[src/rtl/mmio_pkg.sv]
// Shared address map, RV32I load/store funct3 codes and LEDREG byte lanes for the MMIO responder.
package mmio_pkg;

    localparam logic [31:0] ADDR_LEDREG = 32'hFFFF_FFFC;
    localparam logic [31:0] ADDR_MILLIS = 32'hFFFF_FFF8;
    localparam logic [31:0] ADDR_MICROS = 32'hFFFF_FFF4;

    typedef enum logic [2:0] {
        F3_B  = 3'b000,
        F3_H  = 3'b001,
        F3_W  = 3'b010,
        F3_BU = 3'b100,
        F3_HU = 3'b101
    } funct3_e;

    localparam int LANE_LED   = 0;
    localparam int LANE_BLUE  = 1;
    localparam int LANE_GREEN = 2;
    localparam int LANE_RED   = 3;

    // funct3[1:0] encodes access size for both loads and stores
    function automatic logic misaligned(input logic [2:0] f3, input logic [1:0] a);
        case (f3[1:0])
            2'b01:   return a[0];
            2'b10:   return a != 2'b00;
            default: return 1'b0;
        endcase
    endfunction

    function automatic logic [31:0] load_fmt(input logic [2:0] f3, input logic [1:0] a,
                                             input logic [31:0] word);
        logic [31:0] sh;
        sh = word >> {a, 3'b000};
        case (f3)
            F3_B:    return {{24{sh[7]}}, sh[7:0]};
            F3_BU:   return {24'h0, sh[7:0]};
            F3_H:    return {{16{sh[15]}}, sh[15:0]};
            F3_HU:   return {16'h0, sh[15:0]};
            F3_W:    return word;
            default: return 32'h0;
        endcase
    endfunction

endpackage

[src/rtl/mmio_timebase.sv]
// Free-running microsecond / millisecond counters derived from the core clock.
module mmio_timebase
    import mmio_pkg::*;
#(
    parameter int unsigned CLK_FREQ_HZ = 12000000
) (
    input  logic        clk,
    input  logic        reset,
    output logic [31:0] micros,
    output logic [31:0] millis
);

    localparam int unsigned DIV = (CLK_FREQ_HZ / 1000000 < 1) ? 1 : CLK_FREQ_HZ / 1000000;

    logic [31:0] pre;
    logic [9:0]  us_cnt;
    logic        tick;

    assign tick = (pre == 32'(DIV - 1));

    always_ff @(posedge clk or negedge reset) begin
        if (!reset) begin
            pre    <= '0;
            us_cnt <= '0;
            micros <= '0;
            millis <= '0;
        end else begin
            pre <= tick ? '0 : pre + 32'd1;
            if (tick) begin
                micros <= micros + 32'd1;
                if (us_cnt == 10'd999) begin
                    us_cnt <= '0;
                    millis <= millis + 32'd1;
                end else begin
                    us_cnt <= us_cnt + 10'd1;
                end
            end
        end
    end

endmodule

[src/rtl/mmio_responder.sv]
// Single-cycle MMIO responder: LEDREG (r/w), MILLIS and MICROS (r/o), RGB/LED board outputs.
// Define MMIO_PWM_EN to drive RGB outputs from an 8-bit PWM instead of the colour MSB.
module mmio_responder
    import mmio_pkg::*;
#(
    parameter int unsigned CLK_FREQ_HZ = 12000000
) (
    input  logic        clk,
    input  logic        reset,
    input  logic        req_valid,
    input  logic        req_we,
    input  logic [2:0]  req_funct3,
    input  logic [31:0] req_addr,
    input  logic [31:0] req_wdata,
    output logic        resp_valid,
    output logic [31:0] resp_rdata,
    output logic        resp_err,
    output logic        LED,
    output logic        RGB_R,
    output logic        RGB_G,
    output logic        RGB_B
);

    logic [31:0] ledreg, micros, millis;
    logic        sel_led, sel_ms, sel_us, err;
    logic [31:0] word, wdat;
    logic [3:0]  be;

    mmio_timebase #(.CLK_FREQ_HZ(CLK_FREQ_HZ)) u_timebase (
        .clk    (clk),
        .reset  (reset),
        .micros (micros),
        .millis (millis)
    );

    always_comb begin
        sel_led = req_addr[31:2] == ADDR_LEDREG[31:2];
        sel_ms  = req_addr[31:2] == ADDR_MILLIS[31:2];
        sel_us  = req_addr[31:2] == ADDR_MICROS[31:2];
        err     = misaligned(req_funct3, req_addr[1:0]);
        word    = sel_led ? ledreg : sel_ms ? millis : sel_us ? micros : 32'h0;
        be      = 4'b0000;
        wdat    = req_wdata;
        // Store data is replicated across lanes so the byte enables alone pick the target
        if (!req_funct3[2]) begin
            case (req_funct3[1:0])
                2'b00: begin
                    be   = 4'b0001 << req_addr[1:0];
                    wdat = {4{req_wdata[7:0]}};
                end
                2'b01: begin
                    be   = req_addr[1] ? 4'b1100 : 4'b0011;
                    wdat = {2{req_wdata[15:0]}};
                end
                2'b10:   be = 4'b1111;
                default: be = 4'b0000;
            endcase
        end
    end

    always_ff @(posedge clk or negedge reset) begin
        if (!reset) begin
            ledreg     <= '0;
            resp_valid <= 1'b0;
            resp_rdata <= '0;
            resp_err   <= 1'b0;
        end else begin
            if (req_valid && req_we && sel_led && !err) begin
                for (int i = 0; i < 4; i++)
                    if (be[i]) ledreg[i*8 +: 8] <= wdat[i*8 +: 8];
            end
            resp_valid <= req_valid;
            resp_err   <= req_valid && err;
            resp_rdata <= (req_valid && !req_we && !err) ?
                          load_fmt(req_funct3, req_addr[1:0], word) : 32'h0;
        end
    end

    assign LED = ledreg[LANE_LED*8];

`ifdef MMIO_PWM_EN
    logic [7:0] pwm;

    always_ff @(posedge clk or negedge reset) begin
        if (!reset) pwm <= '0;
        else        pwm <= pwm + 8'd1;
    end

    assign RGB_R = pwm < ledreg[LANE_RED*8   +: 8];
    assign RGB_G = pwm < ledreg[LANE_GREEN*8 +: 8];
    assign RGB_B = pwm < ledreg[LANE_BLUE*8  +: 8];
`else
    assign RGB_R = ledreg[LANE_RED*8   + 7];
    assign RGB_G = ledreg[LANE_GREEN*8 + 7];
    assign RGB_B = ledreg[LANE_BLUE*8  + 7];
`endif

endmodule

[config.mk]
export PLATFORM = sky130hd
export DESIGN_NAME = mmio_responder
export DESIGN_NICKNAME = d
export VERILOG_FILES = /design/src/rtl/mmio_pkg.sv /design/src/rtl/mmio_timebase.sv /design/src/rtl/mmio_responder.sv
export SDC_FILE = /design/constraint.sdc
export NUM_CORES = 1
export LEC_CHECK = 0
export ABC_AREA = 0
export CORE_MARGIN = 5
export CORE_UTILIZATION = 45
export CTS_CLUSTER_DIAMETER = 200
export DETAILED_ROUTE_END_ITERATION = 10
export PLACE_DENSITY = 0.73
export SYNTH_ARGS = -nofsm -noshare
export SYNTH_HDL_FRONTEND = slang
export SYNTH_SLANG_ARGS = --single-unit
[constraint.sdc]
create_clock -name clk -period 3.25 [get_ports clk]
set_input_delay 0.325 -clock clk [delete_from_list [all_inputs] [get_ports clk]]
set_output_delay 0.325 -clock clk [all_outputs]
set_load 0.01 [all_outputs]
==> impl_metrics.json <==
{
  "status": "complete, no violations",
  "postCtsSetupBuffers": 0,
  "fill_cells": 1709,
  "rr_worst_depth": 5,
  "seqPwrFrac_pct": 47.5,
  "syn_inst": 881,
  "clkLatencyLatePin_ps": 440,
  "cp_max_fo": 15,
  "fin_util_pct": 56.0,
  "instances_no_fill": 1273,
  "clkPwrFrac_pct": 45.4,
  "dr_total_vias": 7529,
  "synth_top_area_share_pct": 46.6,
  "crit_end": "u_timebase.millis[27]",
  "worstPathArrival_ps": 3060,
  "hold_slack_ps": 423,
  "core.rowCount": 52,
  "hold_path.class": "in2reg",
  "synth_edf_count": 0,
  "cap_violations": 0,
  "fin_crit_sh_pct": 83.3,
  "fin_skew_ps": 10.6,
  "max-vdd-ir-drop_uv": 357,
  "critPathRequiredTime_ps": 3600,
  "crit_type": "reg2reg",
  "period_minus_slack_ps": 2710,
  "reg2reg_slack_ps": 540,
  "first_pass_iters": 7,
  "rsz0062_at_grt": "false",
  "area_growth_pct": 22.7,
  "crit_start": "u_timebase.pre[14]",
  "cp-start-kind": "flop",
  "synth_area_um2": 9230,
  "dp.cells": 1240,
  "io-pin-count": 109,
  "synth_area_per_cell_um2": 10.5,
  "drt-total-wl_mm": 25.2,
  "cts_max_path_buffers": 2,
  "drc_errors": 0,
  "ant_nets": 0,
  "ys.flop_type": "dfrtp_1",
  "die_w_um": 153,
  "stdcell_area_um2": 11300,
  "antenna_found_initial": 0,
  "totalPowerFinal_mw": 4.51,
  "slew_headroom_pct": 42.0,
  "cts_buffers": 17,
  "path_clk_slew_ps": 70,
  "final.setup.tns_ps": 0,
  "numPortBuffers": 108,
  "reg2reg_from": "u_timebase.pre[14]",
  "cts_tree": "yes",
  "synth_top_cells_by_area": "dfrtp_1 47%, mux2_2 9.2%, xnor2_1 4.7%",
  "p_leak_nw": 5.03,
  "cts_num_sinks": 172,
  "tightestPinTransition_ps": 862,
  "core_um2": 20200,
  "preCtsSetupSlack_ps": 353,
  "drv_slew": 0,
  "setup_violations": 0,
  "combPwrFrac_pct": 7.1,
  "yosys_warnings": 0,
  "routedWlPerCell_um": 19.8,
  "track_usage_pct": 21.5,
  "drive_above_1_share_pct": 16.2,
  "dpl_cell_area_um2": 10700,
  "synth_fp_nets": 960,
  "grt_first_pass_wirelength_mm": 40.5,
  "power.internal_mw": 3.43,
  "grt_pass1_vias": 7389,
  "cts_root_buffer": "clkbuf_16",
  "antennaDiodeCount": 0,
  "synth.ff_latch_count": 172,
  "fmax_mhz": 369,
  "hold_violations": 0,
  "rr_endpoint": "u_timebase.millis[27]",
  "detailed_place_hpwl_mm": 18.8,
  "drt_iter0_drc": 621,
  "grt_max_degree": 86,
  "ys_types": 58,
  "gr-total-overflow": 0,
  "fin_ws_ps": 544,
  "initial_utilization_pct": 45.6,
  "die_height_um": 153,
  "synth_top_cell_by_area": "dfrtp_1",
  "end_kind": "flop",
  "htreeDepth": 4,
  "vias_per_cell": 5.91,
  "fin_nets": 1069,
  "yosysSeqAreaShare_pct": 46.6,
  "p_switching_mw": 1.08,
  "powerDensity_nw_per_um2": 398,
  "synthArstFlopShare_pct": 100,
  "place_congestion": 0.935,
  "die_area_um2": 23500,
  "switching_share_pct": 23.9
}
## flip-flops by register name, indices dropped and copies added (netlist names)
| name | count |
|---|---|
| u_timebase.pre | 32 |
| resp_valid | 1 |
| u_timebase.us_cnt | 10 |
| u_timebase.millis | 32 |
| resp_err | 1 |
| resp_rdata | 32 |
| ledreg | 32 |
| u_timebase.micros | 32 |
## layout make-up
class	instances	area (um^2)	share of cell area [%]
clock inverters	12	129	1.14
multi-input cells	642	4650	41.1
inverters	16	60.1	0.530
repair buffers	141	1370	12.1
flip-flops and latches	172	4300	38.0
clock buffers	20	467	4.12
well taps	270	338	2.98
## Yosys cell counts (all sizes together), types with 4 or more instances
cell / n
nand2b: 12
a22o: 29
nor2: 46
o31ai: 5
or3: 4
o32ai: 6
a221oi: 4
nand3: 45
nor3: 25
o21ai: 22
xor2: 44
nor2b: 4
nor4: 29
a211oi: 6
a31oi: 4
clkbuf: 37
nand2: 62
nand4: 32
and3: 21
a221o: 6
nor3b: 5
ha: 8
and2: 11
xnor2: 50
a21oi: 11
mux2: 75
buf: 14
inv: 16
o211ai: 12
o2111ai: 4
and4: 10
a22oi: 25
dfrtp: 172
## placed cells by master, fill, tap and decap left out, drive strengths merged, types with 5 or more instances in the layout
master	instances
a211oi	6
a21oi	11
a221o	6
a22o	29
a22oi	25
and2	11
and3	21
and4	10
buf	33
clkbuf	20
clkdlybuf4s50	107
dfrtp	172
ha	8
inv	22
mux2	75
nand2	62
nand2b	12
nand3	45
nand4	32
nor2	46
nor3	25
nor3b	5
nor4	29
o211ai	12
o21ai	22
o31ai	5
o32ai	6
xnor2	50
xor2	44
## logic make-up after synthesis
group,Yosys count,share of synthesized area (%)
muxes,77,9.50
adders and majority gates,8,1.08
and+or+nand+nor,317,19.1
buffers and inverters,67,2.96
AOI/OAI and AO/OA,146,11.8
xor gates and xnor gates,94,8.92
DFF,172,46.6
## what timing repair did
| item | in CTS | in global routing |
|---|---|---|
| endpoints found under the hold margin | 79 | 0 |
| hold buffers | 1 | 0 |
| resized for setup | 0 | 0 |
## critical path, cell delays in order (launching register included)
cell and delay [ps]:
dfrtp_1 440, nor4_1 380, nand4_1 440, or4_4 810, nor4_1 380, xnor2_1 160
## worst min-delay path by stage
stage                     startpoint               endpoint  slack [ps]  depth (start not counted)
after global routing       req_valid             resp_valid         420                          1
after floorplan                reset              ledreg[0]          30                          0
final                      req_valid             resp_valid         420                          1
after global placement         reset  u_timebase.micros[26]         440                          1
after detailed placement       reset  u_timebase.micros[29]         440                          1
after CTS                  req_valid             resp_valid         410                          1
## power by group through the flow
stage                     logic (mW)  registers [mW]  clock network, mW
after detailed placement       0.315            2.18                  0
after global placement         0.312            2.18                  0
after CTS                      0.318            2.14               2.08
after global routing           0.345            2.14               2.19
after floorplan                0.121            2.18                  0
final                          0.320            2.14               2.05
## routing by layer
layer  part of all wire [%]  routed length (um)  up-vias  global-route usage (%)
met1                     42               10600     3706                    27.5
met5                      0                   0        -                       0
met4                    3.6                 896        0                    9.16
met2                     47               11900      286                    33.9
met3                    7.1                1780       53                    6.39
li1                       -                   -     3484                       -
Note: power is estimated with default switching activity, not from simulation.
